`src/rtl/uart_tx_ctrl.sv`:
```
// UART transmit controller.
// Sequences start / 8 data bits (LSB first) / optional parity / stop and
// drives the select and data inputs of a downstream 4:1 line mux.
// All outputs come straight from flops, so the mux select only changes on
// bit boundaries and never glitches.
module uart_tx_ctrl #(
   parameter int CLKS_PER_BIT = 16
) (
   input  logic       i_clk,
   input  logic       i_rst_n,
   input  logic       i_tx_start,
   input  logic [7:0] i_tx_data,
   input  logic       i_parity_en,
   input  logic       i_parity_odd,
   output logic       o_sel_1,
   output logic       o_sel_0,
   output logic       o_start_bit,
   output logic       o_data_bit,
   output logic       o_parity_bit,
   output logic       o_stop_bit,
   output logic       o_busy,
   output logic       o_done
);

   localparam int            CW       = (CLKS_PER_BIT > 1) ? $clog2(CLKS_PER_BIT) : 1;
   localparam logic [CW-1:0] CNT_LAST = CW'(CLKS_PER_BIT - 1);

   typedef enum logic [2:0] {
      S_IDLE,
      S_START,
      S_DATA,
      S_PARITY,
      S_STOP
   } state_t;

   state_t        state_q, state_d;
   logic [CW-1:0] cnt_q, cnt_d;
   logic [2:0]    idx_q, idx_d;
   logic [7:0]    data_q, data_d;
   logic          par_en_q, par_en_d;
   logic          par_q, par_d;
   logic [1:0]    sel_q, sel_d;
   logic          data_bit_q, data_bit_d;
   logic          busy_q, busy_d;
   logic          done_q, done_d;
   logic          bit_end;

   // Mux select encoding for each state: 00 start, 01 data, 10 parity, 11 stop/idle.
   function automatic logic [1:0] sel_of(state_t s);
      case (s)
         S_START:  return 2'b00;
         S_DATA:   return 2'b01;
         S_PARITY: return 2'b10;
         default:  return 2'b11;
      endcase
   endfunction

   // State and datapath registers; reset parks the line at stop/idle.
   always_ff @(posedge i_clk or negedge i_rst_n) begin
      if (!i_rst_n) begin
         state_q    <= S_IDLE;
         cnt_q      <= '0;
         idx_q      <= '0;
         data_q     <= '0;
         par_en_q   <= 1'b0;
         par_q      <= 1'b0;
         sel_q      <= 2'b11;
         data_bit_q <= 1'b1;
         busy_q     <= 1'b0;
         done_q     <= 1'b0;
      end else begin
         state_q    <= state_d;
         cnt_q      <= cnt_d;
         idx_q      <= idx_d;
         data_q     <= data_d;
         par_en_q   <= par_en_d;
         par_q      <= par_d;
         sel_q      <= sel_d;
         data_bit_q <= data_bit_d;
         busy_q     <= busy_d;
         done_q     <= done_d;
      end
   end

   // Next-state and next-output logic; outputs are derived from the next
   // state so that their flops line up with the state register.
   always_comb begin
      state_d  = state_q;
      cnt_d    = cnt_q;
      idx_d    = idx_q;
      data_d   = data_q;
      par_en_d = par_en_q;
      par_d    = par_q;
      bit_end  = (cnt_q == CNT_LAST);

      // Bit-period counter runs only inside a frame and wraps each bit.
      if (state_q != S_IDLE) begin
         cnt_d = bit_end ? '0 : cnt_q + 1'b1;
      end

      case (state_q)
         S_IDLE: begin
            cnt_d = '0;
            idx_d = '0;
            if (i_tx_start) begin
               state_d  = S_START;
               data_d   = i_tx_data;
               par_en_d = i_parity_en;
               par_d    = (^i_tx_data) ^ i_parity_odd;
            end
         end
         S_START: begin
            if (bit_end) begin
               state_d = S_DATA;
               idx_d   = '0;
            end
         end
         S_DATA: begin
            if (bit_end) begin
               if (idx_q == 3'd7) begin
                  state_d = par_en_q ? S_PARITY : S_STOP;
               end else begin
                  idx_d = idx_q + 3'd1;
               end
            end
         end
         S_PARITY: begin
            if (bit_end) begin
               state_d = S_STOP;
            end
         end
         S_STOP: begin
            if (bit_end) begin
               state_d = S_IDLE;
            end
         end
         default: begin
            state_d = S_IDLE;
            cnt_d   = '0;
            idx_d   = '0;
         end
      endcase

      sel_d      = sel_of(state_d);
      data_bit_d = (state_d == S_DATA) ? data_d[idx_d] : 1'b1;
      busy_d     = (state_d != S_IDLE);
      done_d     = (state_d == S_STOP) && (cnt_d == CNT_LAST);
   end

   assign o_sel_1      = sel_q[1];
   assign o_sel_0      = sel_q[0];
   assign o_start_bit  = 1'b0;
   assign o_data_bit   = data_bit_q;
   assign o_parity_bit = par_q;
   assign o_stop_bit   = 1'b1;
   assign o_busy       = busy_q;
   assign o_done       = done_q;

endmodule

```
`config.mk`:
```
export PLATFORM = sky130hd
export DESIGN_NAME = uart_tx_ctrl
export DESIGN_NICKNAME = d
export VERILOG_FILES = /design/src/rtl/uart_tx_ctrl.sv
export SDC_FILE = /design/constraint.sdc
export NUM_CORES = 1
export LEC_CHECK = 0
export ABC_AREA = 1
export CAP_MARGIN = 20
export CORE_MARGIN = 4
export CORE_UTILIZATION = 38
export CTS_CLUSTER_SIZE = 16
export DETAILED_ROUTE_END_ITERATION = 10
export GPL_ROUTABILITY_DRIVEN = 0
export PLACE_DENSITY_LB_ADDON = 0.3
export SLEW_MARGIN = 15
export SYNTH_ARGS = -nofsm -noshare
export SYNTH_HDL_FRONTEND = slang
export SYNTH_SLANG_ARGS = --single-unit
export TNS_END_PERCENT = 5
```
`constraint.sdc`:
```
create_clock -name i_clk -period 1.7 [get_ports i_clk]
set_clock_uncertainty 0.15 [all_clocks]
set_input_delay 0.255 -clock i_clk [delete_from_list [all_inputs] [get_ports i_clk]]
set_output_delay 0.255 -clock i_clk [all_outputs]
set_load 0.02 [all_outputs]
```
==> results of run 1 <==
-- layout by cell type (no fill, tap or decap) --
master            n
nand2_4           2
inv_1            17
a21oi_1           3
dlygate4sd2_1     3
clkbuf_1          1
inv_2             3
nand2_1          57
dfrtp_1          20
o21ai_2           1
nand2_2           7
o21ai_0           3
a22oi_1           1
nand3_1          18
nand3_2           2
nand3_4           2
nand3b_1          2
ha_2              1
clkdlybuf4s50_1  15
or2_2             1
a31oi_1           1
xnor2_1           6
nor2_1            7
ha_4              1
nor2_4            4
buf_4            20
nor2_2            3
clkbuf_8          3
nand4_1           3
dfstp_2           3
conb_1            2
o21ai_1           1
xor2_1            2
dfrtp_2           2
inv_4             1
-- through the flow --
step / instance area (sq um) / hold slack, ns / util
final: 1870 / 0.197 / 0.540
after global routing: 1870 / 0.230 / 0.540
after CTS: 1780 / 0.207 / 0.513
after detailed placement: 1740 / 0.314 / 0.501
after global placement: 1740 / 0.307 / 0.501
after floorplan: 1420 / -0.191 / -
-- area by class of cell --
type / instances / area (sq um) / area share
Multi-Input combinational cell: 130 / 731 / 0.390
Sequential cell: 25 / 632 / 0.337
Timing Repair Buffer: 38 / 327 / 0.174
Inverter: 21 / 81.3 / 0.0434
Tap cell: 46 / 57.6 / 0.0307
Clock buffer: 4 / 45.0 / 0.0240
-- cells in the mapped netlist --
cell	n
xnor2_1	6
dfrtp_1	22
o21ai_0	3
o21ai_1	1
a22oi_1	1
conb_1	2
inv_2	2
dfstp_2	3
or2_2	1
nand2_2	5
nor2_4	3
a31oi_1	1
a21oi_1	3
xor2_1	2
inv_4	1
nand3_1	18
nand2_4	1
nor2_2	4
nand3b_1	2
o21ai_2	1
ha_1	2
nand3_4	1
nand3_2	3
buf_4	2
inv_1	18
nand2_1	60
nand4_1	3
nor2_1	7
-- final timing paths --
| check | endpoint | slack (ns) | depth (start not counted) |
|---|---|---|---|
| worst min-delay path | o_done$_DFF_PN0_ | 0.20 | 2 |
| worst min register to register | data_q[7]$_DFF_PN0_ | 0.34 | 2 |
| min in group i_clk | data_q[7]$_DFF_PN0_ | 0.34 | 2 |
| worst max register to register | o_data_bit$_DFF_PN1_ | 0.05 | 10 |
| max in group asynchronous | o_data_bit$_DFF_PN1_ | 0.91 | 2 |
| worst max-delay path | o_data_bit$_DFF_PN1_ | 0.05 | 10 |
-- logic make-up (layout without fill, tap and decap cells) --
group,count (synthesis),count (layout),share of synthesized area
AO/OA/AOI/OAI,10,10,0.0406
AND/OR/NAND/NOR,108,108,0.375
XOR/XNOR,8,8,0.0495
flip-flops,25,25,0.444
other,2,2,0.00530
adder cells (fa/ha/maj),2,2,0.0177
buffers and inverters,23,63,0.0680
-- per-layer routing --
layer / global-route usage / routed length [um] / vias to the layer above
li1: - / - / 637
met5: 0 / 0 / -
met4: 0.0586 / 45 / 0
met3: 0.0174 / 69 / 6
met1: 0.170 / 1460 / 570
met2: 0.188 / 1380 / 19
-- registers in the layout, summed over array words and instances (netlist names) --
name,cells
o_done,1
idx_q,3
sel_q,2
cnt_q,4
par_en_q,1
data_q,8
o_busy,1
state_q,3
o_data_bit,1
o_parity_bit,1
-- report_power, final --
part           switching (mW)  internal, mW  total [mW]
Clock                   0.182         0.167       0.350
Sequential            0.00627         0.610       0.617
Combinational          0.0637        0.0667       0.130
Total                   0.252         0.844        1.10
-- worst max-delay path: cells and delay by family, from the launching register on --
kind	cells	cell delay [ns]
buffers and inverters	1	0.15
AOI/OAI and AO/OA	1	0.16
and+or+nand+nor	8	0.69
DFF	1	0.45
-- timing repair --
action / 4_1_cts / 5_1_grt
hold endpoints to repair: 0 / 0
endpoints found under the setup margin: 4 / 5
gates resized for setup: 4 / 11
pin swaps: 0 / 4
setup buffers: 0 / 7
==> impl_metrics.env, run 1 <==
export IMPL_fill_cells=332
export IMPL_grtUsageTotal=0.123
export IMPL_die_h_um=69.1
export IMPL_synth_top_cell_area_share=0.389
export IMPL_rsz0062_at_grt="true"
export IMPL_wire_per_inst_um=11.2
export IMPL_grt_pass1_wl_um=4930
export IMPL_antenna_found_initial=0
export IMPL_drive_gt1_frac=0.257
export IMPL_first_global_vias=1166
export IMPL_yosysTopAreaCell="dfrtp_1"
export IMPL_leakage_nw=0.950
export IMPL_via_per_inst=4.67
export IMPL_slowest_stage="dfrtp_2"
export IMPL_avgSynthCellArea_sq_um=7.96
export IMPL_area_delta_synth_final_pct=32.2
export IMPL_crit_type="reg2reg"
export IMPL_clkTransAtPathRegs_ns=0.08
export IMPL_finalSetupTns_ns=0
export IMPL_dieArea_sq_um=4770
export IMPL_start_util=0.408
export IMPL_overflow=0
export IMPL_worst_slack_ns=0.0542
export IMPL_dp_hpwl_um=2170
export IMPL_cp_arrival_ns=1.70
export IMPL_h_tree_depth=1
export IMPL_drv_slew=0
export IMPL_dr_pass1_iters=4
export IMPL_cpPeakStageDelay_ns=0.45
export IMPL_worst_ep_required_time_ns=1.76
export IMPL_post_layout_nonfiller_instances=264
export IMPL_num_nets_final=234
export IMPL_pre_cts_slack_ns=-0.108
export IMPL_rows=21
export IMPL_worstHoldPathType="in2async"
export IMPL_cp_common_cell="nand3_1"
export IMPL_synth_nets=193
export IMPL_coreArea_sq_um=3470
export IMPL_cts_buffers=3
export IMPL_postSynthCellCount=178
export IMPL_cts_tree="yes"
export IMPL_hold_violations=0
export IMPL_critPathLaunchType="register"
export IMPL_ys_seq_area_frac=0.444
export IMPL_outcome="finished, final reports clean"
export IMPL_yosysWarnings=0
export IMPL_port_buffers=18
export IMPL_vias=1232
export IMPL_worstReg2RegStart="state_q[1]$_DFF_PN0_"
export IMPL_drt_iter0_markers=45
export IMPL_fin_crit_ns=1.65
export IMPL_critPathCaptureType="register"
export IMPL_clockBufferDepth=2
export IMPL_fin_crit_sh=0.968
export IMPL_dp_cells=253
export IMPL_hold_buffers=0
export IMPL_diodes=0
export IMPL_clock_sink_count=25
export IMPL_yosys_top_cells_area="dfrtp_1, nand2_1, nand3_1"
export IMPL_netlist_area_sq_um=1420
export IMPL_die_w_um=69.1
export IMPL_clock_latency_ns=0.26
export IMPL_vdd_drop_max_mv=0.208
export IMPL_yosysUniqueCellTypes=28
export IMPL_cap_violations=0
export IMPL_power_density_nw_per_um2=586
export IMPL_drc=0
export IMPL_wl_um=2950
export IMPL_max_freq_mhz=608
export IMPL_worstPathCellList="buf_4, o21ai_2, nand2_1, nand2_2, nand2_2, nand2_4, nand2_1, nand3_1, nand3_1, nand3_1"
export IMPL_setup_viol=0
export IMPL_ys_seq_elements=25
export IMPL_worstPathMaxFanout=5
export IMPL_final_antenna_net_count=0
export IMPL_grt_max_degree=26
export IMPL_clock_root_buffer="clkbuf_8"
export IMPL_power_total_mw=1.10
export IMPL_crit_start="state_q[1]$_DFF_PN0_"
export IMPL_ioPinCount=21
No activity file was read; power rests on OpenSTA's default activity.
==> run 2: changes to the inputs <==
==> constraint.sdc (replaced) <==
create_clock -name i_clk -period 1.49 [get_ports i_clk]
set_clock_uncertainty 0.15 [all_clocks]
set_input_delay 0.2235 -clock i_clk [delete_from_list [all_inputs] [get_ports i_clk]]
set_output_delay 0.2235 -clock i_clk [all_outputs]
set_load 0.02 [all_outputs]
==> impl_metrics.env, run 2 (same netlist as run 1, synthesis figures left out) <==
export IMPL_outcome="finished with violations"
export IMPL_violations="setup timing"
export IMPL_final_util=0.577
export IMPL_port_buffers=18
export IMPL_worstPathCellList="inv_4, nand2_4, nor2_4, nand2_4, buf_4, nand3_2, buf_4, xnor2_1"
export IMPL_area_delta_synth_final_pct=41.3
export IMPL_vias=1238
export IMPL_grtUsageTotal=0.125
export IMPL_drc=0
export IMPL_fill_cells=331
export IMPL_worst_slack_ns=-0.115
export IMPL_vdd_drop_max_mv=0.329
export IMPL_drt_iter0_markers=28
export IMPL_slowest_stage="dfrtp_2"
export IMPL_top_register="data_q"
export IMPL_cap_violations=0
export IMPL_diodes=0
export IMPL_cp_arrival_ns=1.66
export IMPL_clock_root_buffer="clkbuf_8"
export IMPL_worstHoldPathType="in2async"
export IMPL_worst_ep_required_time_ns=1.55
export IMPL_final_cell_mix="nand2_1, buf_4, dfrtp_1"
export IMPL_wl_um=2880
export IMPL_power_total_mw=1.26
export IMPL_regToRegSetupSlack_ns=-0.11
export IMPL_setup_viol=7
export IMPL_layout_commonest_cell="nand2_1"
export IMPL_clockBufferDepth=2
export IMPL_r2r_cells=8
export IMPL_drv_slew=0
export IMPL_rows=21
export IMPL_post_layout_nonfiller_instances=272
export IMPL_critPathLaunchType="register"
export IMPL_overflow=0
export IMPL_hold_buffers=0
export IMPL_num_nets_final=242
export IMPL_reg_largest_list="data_q x8, cnt_q x4"
export IMPL_start_util=0.408
export IMPL_fin_crit_ns=1.60
export IMPL_antenna_found_initial=0
export IMPL_worstReg2RegStart="state_q[0]$_DFF_PN0_"
export IMPL_area_sequential_sq_um=633
export IMPL_coreArea_sq_um=3470
export IMPL_final_antenna_net_count=0
export IMPL_dp_hpwl_um=2240
export IMPL_crit_type="reg2reg"
export IMPL_largest_register_ffs=8
export IMPL_cpPeakStageDelay_ns=0.46
export IMPL_reg2reg_to="sel_q[1]$_DFF_PN1_"
export IMPL_clock_latency_ns=0.27
export IMPL_first_global_vias=1143
export IMPL_fin_crit_sh=1.08
export IMPL_die_h_um=69.1
export IMPL_hold_violations=0
export IMPL_leakage_nw=1.02
export IMPL_power_density_nw_per_um2=628
export IMPL_dieArea_sq_um=4770
export IMPL_ioPinCount=21
export IMPL_grt_pass1_wl_um=4910
export IMPL_grt_max_degree=26
export IMPL_cts_tree="yes"
export IMPL_critPathCaptureType="register"
export IMPL_dr_pass1_iters=4
export IMPL_dp_cells=264
export IMPL_die_w_um=69.1
export IMPL_via_per_inst=4.55
export IMPL_clock_sink_count=25
export IMPL_rsz0062_at_grt="true"
export IMPL_h_tree_depth=1
export IMPL_clkTransAtPathRegs_ns=0.09
export IMPL_worstPathMaxFanout=10
export IMPL_multiInputGateArea_sq_um=781
export IMPL_drive_gt1_frac=0.327
export IMPL_cts_buffers=3
export IMPL_max_freq_mhz=623
export IMPL_wire_per_inst_um=10.6
[run 2: routing by layer]
layer	wire length (um)	GRT usage
met1	1410	0.175
met3	98	0.0174
met2	1320	0.195
met5	0	0
met4	54	0.0521
[run 2: what timing repair did]
| item | 4_1_cts | 5_1_grt |
|---|---|---|
| endpoints found under the setup margin | 12 | 17 |
| pin swaps | 1 | 7 |
| buffers inserted | 0 | 4 |
| gates resized for setup | 8 | 21 |
[run 2: layout make-up]
type                    instances  share of cell area
multi-input cells             130               0.390
flip-flops and latches         25               0.316
repair buffers                 46               0.197
inverters                      21              0.0444
well taps                      46              0.0288
clock buffers                   3              0.0206
clock inverters                 1             0.00250
[run 2: metrics by stage]
stage | setup slack [ns] | setup TNS, ns | hold slack [ns] | cell area [sq um]
detailed placement | -0.275 | -0.862 | 0.311 | 1870
global placement | -0.253 | -0.737 | 0.305 | 1870
floorplan | 0.00327 | 0 | -0.222 | 1450
finish | -0.115 | -0.357 | 0.159 | 2000
CTS | -0.145 | -0.451 | 0.177 | 1910
global route | -0.232 | -1.27 | 0.181 | 2000
[run 2: worst max-delay path by stage]
stage	end	startpoint	depth (start not counted)
global route	o_data_bit$_DFF_PN1_	cnt_q[0]$_DFF_PN0_	10
detailed placement	o_parity_bit$_DFFE_PN0P_	i_tx_data[3]	8
CTS	o_data_bit$_DFF_PN1_	cnt_q[0]$_DFF_PN0_	10
global placement	o_parity_bit$_DFFE_PN0P_	i_tx_data[3]	8
floorplan	o_data_bit$_DFF_PN1_	idx_q[0]$_DFF_PN0_	11
finish	sel_q[1]$_DFF_PN1_	state_q[0]$_DFF_PN0_	8
[run 2: worst max-delay path, delay by kind of cell, from the launching register on]
family / cells / cell delay, ns
xor gates and xnor gates: 1 / 0.10
DFF: 1 / 0.46
and+or+nand+nor: 4 / 0.44
buffers and inverters: 3 / 0.39
[run 2: report_power, final]
group,total (mW),internal [mW],switching (mW)
clock,0.401,0.187,0.214
sequential,0.704,0.696,0.00748
combinational,0.151,0.0797,0.0710
total,1.26,0.963,0.293
==> run 3: changes to the inputs <==
--- a/config.mk
+++ b/config.mk
@@ -7,8 +7,9 @@
 export LEC_CHECK = 0
 export ABC_AREA = 1
 export CAP_MARGIN = 20
+export CORE_ASPECT_RATIO = 2
 export CORE_MARGIN = 4
-export CORE_UTILIZATION = 38
+export CORE_UTILIZATION = 40
 export CTS_CLUSTER_SIZE = 16
 export DETAILED_ROUTE_END_ITERATION = 10
 export GPL_ROUTABILITY_DRIVEN = 0
==> impl_metrics.env, run 3 (same netlist as run 1, synthesis figures left out) <==
export IMPL_dp_hpwl_um=2590
export IMPL_wl_um=3420
export IMPL_grt_pass1_wl_um=5480
export IMPL_overflow=0
export IMPL_grt_max_degree=26
export IMPL_num_nets_final=250
export IMPL_seqPwrFrac=0.550
export IMPL_area_sequential_sq_um=633
export IMPL_wire_per_inst_um=12.1
export IMPL_drv_slew=0
export IMPL_port_buffers=18
export IMPL_ioPinCount=21
export IMPL_max_freq_mhz=605
export IMPL_worstPathMaxFanout=6
export IMPL_top_register="data_q"
export IMPL_final_antenna_net_count=0
export IMPL_worst_path_buf_inv=1
export IMPL_grtUsageTotal=0.154
export IMPL_clkTransAtPathRegs_ns=0.09
export IMPL_leakage_nw=1.07
export IMPL_reg2reg_to="o_data_bit$_DFF_PN1_"
export IMPL_top_layer="met4"
export IMPL_antenna_found_initial=0
export IMPL_diodes=0
export IMPL_worst_ep_required_time_ns=1.54
export IMPL_r2r_cells=7
export IMPL_violations="setup timing"
export IMPL_placed_area_sq_um=1920
export IMPL_critPathLaunchType="register"
export IMPL_worstHoldPathType="in2async"
export IMPL_die_h_um=92.2
export IMPL_regToRegSetupSlack_ns=-0.16
export IMPL_drive_gt1_frac=0.376
export IMPL_rsz0062_at_grt="true"
export IMPL_crit_type="reg2reg"
export IMPL_cap_violations=0
export IMPL_cp_arrival_ns=1.71
export IMPL_pwr_share_comb=0.126
export IMPL_cpPeakStageDelay_ns=0.47
export IMPL_drc=0
export IMPL_clock_root_buffer="clkbuf_8"
export IMPL_worst_slack_ns=-0.163
export IMPL_fill_cells=311
export IMPL_slowest_stage="dfrtp_2"
export IMPL_final_cell_mix="nand2_1, buf_4, dfrtp_1"
export IMPL_first_global_vias=1320
export IMPL_dieArea_sq_um=4610
export IMPL_fin_crit_ns=1.65
export IMPL_area_delta_synth_final_pct=47.4
export IMPL_reg_largest_list="data_q x8, cnt_q x4"
export IMPL_cts_buffers=3
export IMPL_worstPathCellList="inv_4, nand2_2, nor2_4, nand3_1, a22oi_2, nand3b_1, nand3_2"
export IMPL_critPathCaptureType="register"
export IMPL_dr_pass1_iters=6
export IMPL_rows=30
export IMPL_clock_sink_count=25
export IMPL_vdd_drop_max_mv=0.659
export IMPL_route_met2_wl_um=2040
export IMPL_die_w_um=50.1
export IMPL_worstReg2RegStart="state_q[2]$_DFF_PN0_"
export IMPL_multiInputGateArea_sq_um=810
export IMPL_power_switching_mw=0.313
export IMPL_start_util=0.415
export IMPL_vias=1340
export IMPL_swShare=0.245
export IMPL_power_share_clock=0.324
export IMPL_dr_wl_met3_um=66
export IMPL_dp_cells=272
export IMPL_power_density_nw_per_um2=613
export IMPL_final_util=0.611
export IMPL_holdWs_ns=0.151
export IMPL_hold_buffers=0
export IMPL_via_per_inst=4.75
export IMPL_clock_latency_ns=0.27
export IMPL_post_layout_nonfiller_instances=282
export IMPL_setup_viol=7
export IMPL_design_area_sq_um=2090
export IMPL_h_tree_depth=1
export IMPL_cts_tree="yes"
export IMPL_largest_register_ffs=8
export IMPL_routedLengthMet1_um=1210
export IMPL_clockBufferDepth=2
export IMPL_hold_violations=0
export IMPL_layout_commonest_cell="nand2_1"
export IMPL_fin_crit_sh=1.11
export IMPL_outcome="finished with violations"
export IMPL_cpLargestDelayFamily="simple AND/OR/NAND/NOR gates"
export IMPL_p_int_mw=0.967
export IMPL_drt_iter0_markers=20
export IMPL_coreArea_sq_um=3420
[run 3: layout make-up]
type | instances | area share
Tap cell | 48 | 0.0288
Clock buffer | 3 | 0.0198
Sequential cell | 25 | 0.303
Inverter | 21 | 0.0413
Multi-Input combinational cell | 131 | 0.388
Timing Repair Buffer | 53 | 0.217
Clock inverter | 1 | 0.00240
[run 3: layer usage]
layer | track usage | vias up
met4 | 0.0808 | 0
li1 | - | 677
met2 | 0.299 | 27
met3 | 0.0146 | 10
met1 | 0.151 | 626
met5 | 0 | -
[run 3: how the worst max path moves through the flow]
stage	end	from	slack (ns)	depth (start not counted)
CTS	o_data_bit$_DFF_PN1_	state_q[0]$_DFF_PN0_	-0.18	10
global route	o_data_bit$_DFF_PN1_	state_q[2]$_DFF_PN0_	-0.27	7
finish	o_data_bit$_DFF_PN1_	state_q[2]$_DFF_PN0_	-0.16	7
global placement	o_parity_bit$_DFFE_PN0P_	i_tx_data[3]	-0.26	8
detailed placement	o_parity_bit$_DFFE_PN0P_	i_tx_data[7]	-0.28	8
floorplan	o_data_bit$_DFF_PN1_	idx_q[0]$_DFF_PN0_	0.003	11
[run 3: power by group through the flow]
stage	combinational, mW	sequential [mW]	clock [mW]
floorplan	0.0620	0.723	0
global placement	0.162	0.716	0
detailed placement	0.166	0.717	0
CTS	0.162	0.704	0.421
global route	0.178	0.705	0.446
finish	0.161	0.703	0.415
[run 3: per-stage QoR]
step	setup WS (ns)	power [mW]	setup TNS, ns
floorplan	0.00327	0.785	0
global placement	-0.258	0.878	-0.681
detailed placement	-0.275	0.883	-0.814
CTS	-0.177	1.29	-0.601
global route	-0.272	1.33	-1.55
finish	-0.163	1.28	-0.614
[run 3: timing repair]
item / in CTS / in global routing
pin swaps: 4 / 12
endpoints found under the setup margin: 14 / 17
setup buffers: 3 / 2
resized for setup: 15 / 22
cloned: 0 / 1
